`config.mk`:
```
export PLATFORM = sky130hd
export DESIGN_NAME = pipeline_hazard_ctrl
export DESIGN_NICKNAME = d
export VERILOG_FILES = /design/src/rtl/pipeline_ctrl_pkg.sv /design/src/rtl/hazard_match.sv /design/src/rtl/pipeline_hazard_ctrl.sv
export SDC_FILE = /design/constraint.sdc
export NUM_CORES = 1
export LEC_CHECK = 0
export CAP_MARGIN = 40
export CELL_PAD_IN_SITES_DETAIL_PLACEMENT = 1
export CELL_PAD_IN_SITES_GLOBAL_PLACEMENT = 1
export CORE_UTILIZATION = 19
export CTS_CLUSTER_SIZE = 10
export DETAILED_ROUTE_END_ITERATION = 8
export PLACE_DENSITY_LB_ADDON = 0.1
export SYNTH_ARGS = -nofsm -noshare
export SYNTH_HDL_FRONTEND = slang
export SYNTH_SLANG_ARGS = --single-unit
```
`constraint.sdc`:
```
create_clock -name clock -period 1.8 [get_ports clock]
set_input_delay 0.27 -clock clock [delete_from_list [all_inputs] [get_ports clock]]
set_output_delay 0.27 -clock clock [all_outputs]
set_load 0.01 [all_outputs]
```
`src/rtl/pipeline_ctrl_pkg.sv`:
```
// Shared definitions for the pipeline hazard sequencer: state encoding, register-index width, control bundle.
// Latency: n/a (types and constants only).
// Backpressure: n/a.
package pipeline_ctrl_pkg;

    localparam int REG_ADDR_W = 5;

    // x0 is hard-wired to zero, so a load targeting it never creates a dependency
    localparam logic [REG_ADDR_W-1:0] REG_X0 = '0;

    // Sequencer states, 2-bit legacy encoding
    localparam logic [1:0] ST_RUN       = 2'd0;
    localparam logic [1:0] ST_LD_STALL  = 2'd1;
    localparam logic [1:0] ST_BR_PEND   = 2'd2;
    localparam logic [1:0] ST_DMEM_WAIT = 2'd3;

    // Per-cycle pipeline register controls
    typedef struct packed {
        logic pc_hold;
        logic reg1_hold;
        logic reg2_hold;
        logic reg3_hold;
        logic reg1_bubble;
        logic reg2_bubble;
        logic reg4_bubble;
    } ctrl_t;

endpackage

```
`src/rtl/hazard_match.sv`:
```
// Load-use detector: flags an ID source register that matches the destination of a valid load in EX.
// Latency: purely combinational, zero cycles.
// Backpressure: none; the result is consumed by the hazard sequencer.
module hazard_match
    import pipeline_ctrl_pkg::*;
(
    input  logic [REG_ADDR_W-1:0] id_rs1,
    input  logic [REG_ADDR_W-1:0] id_rs2,
    input  logic                  id_use_rs1,
    input  logic                  id_use_rs2,
    input  logic [REG_ADDR_W-1:0] ex_rd,
    input  logic                  ex_memRead,
    input  logic                  ex_Insthit,
    output logic                  ld_use
);

    logic rs1_hit;
    logic rs2_hit;

    // Compare each used ID source against the EX load destination, ignoring x0
    always_comb begin
        rs1_hit = id_use_rs1 && (id_rs1 == ex_rd);
        rs2_hit = id_use_rs2 && (id_rs2 == ex_rd);
        ld_use  = ex_Insthit && ex_memRead && (ex_rd != REG_X0) && (rs1_hit || rs2_hit);
    end

endmodule

```
`src/rtl/pipeline_hazard_ctrl.sv`:
```
// Stall/flush sequencer for the 5-stage pipeline registers; perf counters built only with HAZARD_PERF_EN.
// Latency: hold/bubble controls are combinational from state and hazard inputs; state advances on clock.
// Backpressure: dmem/imem busywait hold the pipeline; no handshake on this block itself.
module pipeline_hazard_ctrl
    import pipeline_ctrl_pkg::*;
#(
    parameter int LD_BUBBLES = 1,
    parameter int CNT_W      = 32
) (
    input  logic                  clock,
    input  logic                  reset,
    input  logic [REG_ADDR_W-1:0] id_rs1,
    input  logic [REG_ADDR_W-1:0] id_rs2,
    input  logic                  id_use_rs1,
    input  logic                  id_use_rs2,
    input  logic [REG_ADDR_W-1:0] ex_rd,
    input  logic                  ex_memRead,
    input  logic                  ex_Insthit,
    input  logic                  ex_redirect,
    input  logic                  imem_busywait,
    input  logic                  dmem_busywait,
    output logic                  pc_hold,
    output logic                  reg1_hold,
    output logic                  reg2_hold,
    output logic                  reg3_hold,
    output logic                  reg1_bubble,
    output logic                  reg2_bubble,
    output logic                  reg4_bubble,
    output logic [CNT_W-1:0]      stall_cnt,
    output logic [CNT_W-1:0]      flush_cnt
);

    // Bubble counter only needs to hold LD_BUBBLES-1
    localparam int                BCNT_W  = (LD_BUBBLES > 1) ? $clog2(LD_BUBBLES) : 1;
    localparam logic [BCNT_W-1:0] LD_INIT = BCNT_W'(LD_BUBBLES - 1);

    logic [1:0]        state_q, state_d;
    logic [1:0]        eff_state;
    logic [BCNT_W-1:0] bcnt_q, bcnt_d;
    logic              redir_pend_q, redir_pend_d;
    logic              ld_use;
    ctrl_t             ctrl;

    hazard_match u_match (
        .id_rs1     (id_rs1),
        .id_rs2     (id_rs2),
        .id_use_rs1 (id_use_rs1),
        .id_use_rs2 (id_use_rs2),
        .ex_rd      (ex_rd),
        .ex_memRead (ex_memRead),
        .ex_Insthit (ex_Insthit),
        .ld_use     (ld_use)
    );

    // Prioritised hazard resolution: dmem wait, then redirect, then load-use, then fetch wait.
    // DMEM_WAIT with the wait released behaves exactly as RUN, so it shares RUN's decode.
    // A dmem wait arriving in LD_STALL/BR_PEND freezes that sequence until the wait clears.
    always_comb begin
        ctrl         = '0;
        state_d      = state_q;
        bcnt_d       = bcnt_q;
        redir_pend_d = redir_pend_q;
        eff_state    = (state_q == ST_DMEM_WAIT) ? ST_RUN : state_q;

        if (dmem_busywait) begin
            ctrl.pc_hold     = 1'b1;
            ctrl.reg1_hold   = 1'b1;
            ctrl.reg2_hold   = 1'b1;
            ctrl.reg3_hold   = 1'b1;
            ctrl.reg4_bubble = 1'b1;
            if (eff_state == ST_RUN) begin
                state_d = ST_DMEM_WAIT;
            end
        end else if (redir_pend_q) begin
            // Keep squashing the stale fetch until it lands
            ctrl.reg1_bubble = 1'b1;
            if (!imem_busywait) begin
                redir_pend_d = 1'b0;
                state_d      = ST_RUN;
            end
        end else if (ex_redirect) begin
            // Flush wins over any load-use: the dependent ID instruction is discarded
            ctrl.reg1_bubble = 1'b1;
            ctrl.reg2_bubble = 1'b1;
            if (imem_busywait) begin
                redir_pend_d = 1'b1;
                state_d      = ST_BR_PEND;
            end else begin
                state_d      = ST_RUN;
            end
        end else if ((eff_state == ST_LD_STALL) || ld_use) begin
            ctrl.pc_hold     = 1'b1;
            ctrl.reg1_hold   = 1'b1;
            ctrl.reg2_bubble = 1'b1;
            if (eff_state == ST_LD_STALL) begin
                if (bcnt_q == BCNT_W'(1)) begin
                    state_d = ST_RUN;
                end else begin
                    bcnt_d  = bcnt_q - BCNT_W'(1);
                end
            end else if (LD_BUBBLES > 1) begin
                bcnt_d  = LD_INIT;
                state_d = ST_LD_STALL;
            end else begin
                state_d = ST_RUN;
            end
        end else begin
            if (imem_busywait) begin
                ctrl.pc_hold     = 1'b1;
                ctrl.reg1_bubble = 1'b1;
            end
            state_d = ST_RUN;
        end
    end

    // Sequencer state registers
    always_ff @(posedge clock or negedge reset) begin
        if (!reset) begin
            state_q      <= ST_RUN;
            bcnt_q       <= '0;
            redir_pend_q <= 1'b0;
        end else begin
            state_q      <= state_d;
            bcnt_q       <= bcnt_d;
            redir_pend_q <= redir_pend_d;
        end
    end

    // Outputs forced low while reset is held so nothing leaks from the pre-reset state
    assign pc_hold     = reset & ctrl.pc_hold;
    assign reg1_hold   = reset & ctrl.reg1_hold;
    assign reg2_hold   = reset & ctrl.reg2_hold;
    assign reg3_hold   = reset & ctrl.reg3_hold;
    assign reg1_bubble = reset & ctrl.reg1_bubble;
    assign reg2_bubble = reset & ctrl.reg2_bubble;
    assign reg4_bubble = reset & ctrl.reg4_bubble;

`ifdef HAZARD_PERF_EN
    logic [CNT_W-1:0] stall_q;
    logic [CNT_W-1:0] flush_q;
    logic             redir_acc;

    // A redirect is accepted when nothing above it in priority claims the cycle
    assign redir_acc = ex_redirect & ~dmem_busywait & ~redir_pend_q;

    // Saturating stall and flush event counters
    always_ff @(posedge clock or negedge reset) begin
        if (!reset) begin
            stall_q <= '0;
            flush_q <= '0;
        end else begin
            if (pc_hold && (stall_q != '1)) begin
                stall_q <= stall_q + CNT_W'(1);
            end
            if (redir_acc && (flush_q != '1)) begin
                flush_q <= flush_q + CNT_W'(1);
            end
        end
    end

    assign stall_cnt = stall_q;
    assign flush_cnt = flush_q;
`else
    assign stall_cnt = '0;
    assign flush_cnt = '0;
`endif

endmodule

```
# After elaboration in Yosys (flattened, before gate mapping)
# Cells that the tools add are included.
[word_totals] register_bits=4 inputBits=24
[op_classes] eq_ne=7 n_mux=26 n_bitwise=10 reduce_logical=11 n_addsub=1
[op_table] cell="$mux 2" n=16
[op_table] cell="$eq 5x5->1" n=2
[op_table] cell="$mux 1" n=10
[op_table] cell="$and 1x1->1" n=7
[op_table] cell="$ne 6x6->1 const B" n=1
[op_table] cell="$logic_and 1x1->1" n=5
[op_table] cell="$reduce_and 5->1" n=1
[op_table] cell="$reduce_bool 5->1" n=1
[op_table] cell="$ne 3x3->1 const B" n=1
[op_table] cell="$not 1->1" n=3
[op_table] cell="$reduce_and 3->1" n=1
[op_table] cell="$eq 2x1->1 const B" n=1
[op_table] cell="$eq 2x2->1 const B" n=1
[op_table] cell="$logic_not 2->1" n=1
[op_table] cell="$logic_or 1x1->1" n=2
[op_table] cell="$ne 2x1->1 const B" n=1
[op_table] cell="$sub 1x1->1 const B" n=1

# Longest topological paths before layout
[logic_depth] word_depth=10 depth_mapped=6 mapped_depth_nobuf=6

# Cells and area by module
# From an unflattened synthesis, not the netlist that was laid out.
[unflattened] hier_cells=117 hier_area_um2=925.9
[modules_own_cells] mod="pipeline_hazard_ctrl" n_inst=1 cells_per_inst=100 seq_area_each_um2=100.1 area_each_um2=790.8
[modules_own_cells] mod="hazard_match" n_inst=1 cells_per_inst=17 seq_area_each_um2=0.0 area_each_um2=135.1

# Worst setup path before layout
# No wires, ideal clock.
[synth_path] kind="reg-to-reg" start="reg state_q[1]" end="reg state_q[1]" synth_period_minus_slack_ps=1623 path_slack_ps=177 setup_ps=127 path_buffers=0 t_arrival_ps=1496 stages_incl_launch_ff=7 path_cell_list="dfrtp_1 inv_1 ha_1 or4b_4 a21oi_4 a21oi_1 o32a_2"
[synth_via] elab_chain_len=8 elab_cells_between_ends=13
[synth_rtl] item="from (decl)" line_no="pipeline_hazard_ctrl.sv:37" rtl="logic [1:0] state_q, state_d;"
[synth_rtl] item="from (signal assigned)" line_no="pipeline_hazard_ctrl.sv:123" rtl="state_q <= state_d;"
[synth_rtl] item="$eq 2x2->1" line_no="pipeline_hazard_ctrl.sv:63" rtl="eff_state = (state_q == ST_DMEM_WAIT) ? ST_RUN : state_q;"
[synth_rtl] item="$mux 2 *" line_no="pipeline_hazard_ctrl.sv:63"
[synth_rtl] item="$eq 2x1->1" line_no="pipeline_hazard_ctrl.sv:91, pipeline_hazard_ctrl.sv:95"
[synth_rtl] item="$mux 2 or $logic_or 1x1->1 (tied branches)" line_no="pipeline_hazard_ctrl.sv:95, pipeline_hazard_ctrl.sv:91"
[synth_rtl] item="$mux 2" line_no="pipeline_hazard_ctrl.sv:91" rtl="end else if ((eff_state == ST_LD_STALL) || ld_use) begin"
[synth_rtl] item="$mux 2" line_no="pipeline_hazard_ctrl.sv:81" rtl="end else if (ex_redirect) begin"
[synth_rtl] item="$mux 2" line_no="pipeline_hazard_ctrl.sv:74" rtl="end else if (redir_pend_q) begin"
[synth_rtl] item="$mux 2" line_no="pipeline_hazard_ctrl.sv:65" rtl="if (dmem_busywait) begin"
# Every way passes the cells marked *; elsewhere a longest branch is shown, timed or not.
# A chain may end at the register's enable or synchronous reset.

# Worst setup path in the final report
[layout_path] start="in id_rs1[1]" end="out pc_hold"
[layout_via] elab_chain_len=10
[layout_rtl] item="from (decl)" line_no="pipeline_hazard_ctrl.sv:12" rtl="input logic [REG_ADDR_W-1:0] id_rs1,"
[layout_rtl] item="$eq 5x5->1" line_no="hazard_match.sv:22" rtl="rs1_hit = id_use_rs1 && (id_rs1 == ex_rd);"
[layout_rtl] item="$logic_and 1x1->1" line_no="hazard_match.sv:22"
[layout_rtl] item="$logic_or 1x1->1" line_no="hazard_match.sv:24" rtl="ld_use = ex_Insthit && ex_memRead && (ex_rd != REG_X0) && (rs1_hit || rs2_hit);"
[layout_rtl] item="$logic_and 1x1->1" line_no="hazard_match.sv:24"
[layout_rtl] item="$logic_or 1x1->1" line_no="pipeline_hazard_ctrl.sv:91"
[layout_rtl] item="$mux 1" line_no="pipeline_hazard_ctrl.sv:91"
[layout_rtl] item="$mux 2" line_no="pipeline_hazard_ctrl.sv:81"
[layout_rtl] item="$mux 2" line_no="pipeline_hazard_ctrl.sv:74"
[layout_rtl] item="$mux 2" line_no="pipeline_hazard_ctrl.sv:65"
[layout_rtl] item="$and 1x1->1" line_no="pipeline_hazard_ctrl.sv:130" rtl="assign pc_hold = reset & ctrl.pc_hold;"
[layout_rtl] item="to (decl)" line_no="pipeline_hazard_ctrl.sv:22" rtl="output logic pc_hold,"
# No other way between the ends.

==> flow_summary_export.csv <==
group,metric,value,unit
power_and_ir_drop,vdd_drop_max,0.000280,V
floorplanning,die-area,5320,um^2
setup_path,r2r_start,"state_q[1]",
setup_path,rr_worst_depth,6,
hold_path,hold_path.class,"in -> async",
clock_network,clk_pin_slew_worst_paths,30,ps
clock_network,hold_buffers,0,
clock_network,cts_root_buffer,"clkbuf_8",
setup_path,critical_path.cell_chain,"buf_6 > xor2_2 > nor4_2 > a32oi_2 > buf_4 > a211oi_2 > buf_2",
sta,finalHoldViolations,0,
global_route,grt_overflow,0,
floorplanning,initial_core_util,0.200,
cells_and_area,layout-drive-gt1-share,0.327,
sta,maxSlewViolCount,0,
place,gp_congestion,0.676,
cells_and_area,syn2layout_area_growth,33.1,%
place,hpwl,2000,um
sta,fin_crit,1800,ps
place,place_ws,-777,ps
clock_network,insertion_delay,210,ps
global_route,grt_max_degree,6,
cells_and_area,layout.nets,195,
outcome,outcome,"complete, no violations",
floorplanning,io_pins,95,
sta,setup_slack,2.95,ps
detailed_routing,drt_pass1_iterations,2,
setup_path,critical_path_cell_count,7,
detailed_routing,ant_nets,0,
cells_and_area,n_fill_cell,625,
setup_path,crit_path_max_fanout,4,
floorplanning,die_w,72.9,um
setup_path,cp_slowest_stage_delay,300,ps
setup_path,worst-path-buf-inv,3,
yosys,ys_warn_count,0,
global_route,grt_pass1_vias,720,
yosys,netlist_area,956,um^2
global_route,antenna_found_initial,0,
clock_network,cts.path.max_buffers,2,
floorplanning,die_h,72.9,um
floorplanning,num_rows,25,
place,io_buffers,30,
power_and_ir_drop,p_per_area,533,nW/um^2
setup_path,arrival,1530,ps
setup_path,slowest_stage,"nor4_2",
sta,finClkSkew,1.04,ps
sta,fin_tns_setup,0,ps
yosys,avgSynthCellArea,7.84,um^2
sta,finalSetupViolations,0,
cells_and_area,final_util,0.266,
sta,clock.fmax,0.556,GHz
setup_path,end_kind,"output pin",
yosys,synth.distinct_cells,31,
detailed_routing,via_count,766,
setup_path,critPathKind,"in -> out",
yosys,ys_seq_area_frac,0.105,
detailed_routing,drt-initial-drc-count,16,
power_and_ir_drop,leakagePower,0.000680,uW
sta,fin_crit_sh,0.998,
global_route,grt_pass1_wl,3470,um
detailed_routing,drc_errors,0,
sta,holdWs,212,ps
setup_path,crit_family,"buffers and inverters",
clock_network,cts_num_sinks,4,
yosys,synth_seq_cells,4,
floorplanning,core_area,4790,um^2
setup_path,cp-startpoint,"id_rs1[1]",
detailed_routing,wl_per_cell,10.1,um
clock_network,cts_tree,"built",
clock_network,cts_buffers,3,
setup_path,worstPathRequired,1530,ps
detailed_routing,vias_per_cell,3.26,
clock_network,htreeDepth,1,
setup_path,cp-start-kind,"input port",
run,cap_violations,0,
cells_and_area,num_antenna_cells,0,
global_route,track_usage,0.0843,
yosys,synthCells,122,
detailed_routing,drt_wl_total,2380,um
sta,rsz0062_at_grt,"true",
-- worst paths after layout --
path,to,slack [ps]
hold reg to reg,bcnt_q,470
setup / recovery,pc_hold,3
hold / removal,state_q[1],210
min in group clock,redir_pend_q,410
max in group asynchronous,bcnt_q,1480
setup reg to reg,state_q[1],140
-- layout by cell type, fill, tap and decap left out, drive strengths merged, types with 3 or more instances in the layout --
cell type and n:
conb 64, buf 32, xor2 8, dlygate4sd2 7, nor2 6, clkdlybuf4s50 5, dfrtp 4, o21ai 4
clkbuf 3, inv 3, a21oi 3
-- flip-flops by register name, indices dropped and copies added (netlist names) --
signal and flops:
bcnt_q 1, state_q 2, redir_pend_q 1
-- synthesized netlist by cell type, drive strengths merged --
master | number | area share
nand3 | 1 | 0.0052
or4b | 1 | 0.014
and3b | 1 | 0.010
conb | 1 | 0.0039
o32a | 1 | 0.012
a31o | 1 | 0.0092
o311a | 1 | 0.010
a31oi | 1 | 0.0065
xnor2 | 2 | 0.018
xor2 | 8 | 0.073
nand2 | 2 | 0.0079
a32oi | 1 | 0.0092
nor2 | 6 | 0.024
buf | 67 | 0.53
nor3 | 1 | 0.0052
a21oi | 3 | 0.027
a211o | 1 | 0.0092
inv | 3 | 0.012
o22a | 1 | 0.0092
dfrtp | 4 | 0.10
nor3b | 1 | 0.0079
nor2b | 2 | 0.013
ha | 1 | 0.013
nor4 | 2 | 0.013
o21ai | 4 | 0.021
a211oi | 1 | 0.0079
and2 | 2 | 0.013
nand2b | 1 | 0.0065
or3 | 1 | 0.0065
-- metal layers --
metal	routed length, um	global-route usage	share of wire	vias to the layer above
met4	16	0.0196	0.0067	0
met1	957	0.105	0.40	338
met2	1160	0.152	0.49	61
li1	-	-	-	364
met5	0	0	0	-
met3	244	0.0138	0.10	3
-- worst reg2reg max path: cells and delay by family (launching register included) --
| kind | cells | cell delay [ps] |
|---|---|---|
| buffers and inverters | 1 | 70 |
| DFF | 1 | 380 |
| and+or+nand+nor | 1 | 490 |
| AOI/OAI and AO/OA | 3 | 450 |
| adders and majority gates | 1 | 160 |
-- where the power goes --
part           switching, uW  total, uW  internal, uW
clock network           44.3        187           142
registers               19.4        137           118
logic                    187        354           167
total                    251        678           427
-- stage by stage --
stage	cell area, um^2	total power [uW]	std cells
final	1270	678	235
after global routing	1270	743	235
after CTS	1240	678	235
after detailed placement	1190	473	230
after global placement	1190	466	230
after floorplan	1190	421	185
-- kinds of logic after synthesis --
kind of cell / share of synthesized area
other: 0.00392
flip-flops: 0.105
AO/OA/AOI/OAI: 0.122
adder cells (fa/ha/maj): 0.0131
AND/OR/NAND/NOR: 0.127
buffers and inverters: 0.538
XOR/XNOR: 0.0916
-- area by class of cell --
cell class / instances / area (um^2) / share of cell area
clock buffer: 3 / 41.3 / 0.0324
inverter: 3 / 11.3 / 0.00885
multi-input combinational: 111 / 668 / 0.525
sequential: 4 / 100 / 0.0787
tap: 67 / 83.8 / 0.0659
timing repair buffer: 47 / 368 / 0.289
-- what timing repair did --
item	CTS	global route
resized for setup	78	15
endpoints found under the setup margin	9	6
pin swaps	13	7
setup buffers	2	1
No activity file was read; power rests on OpenSTA's default activity.
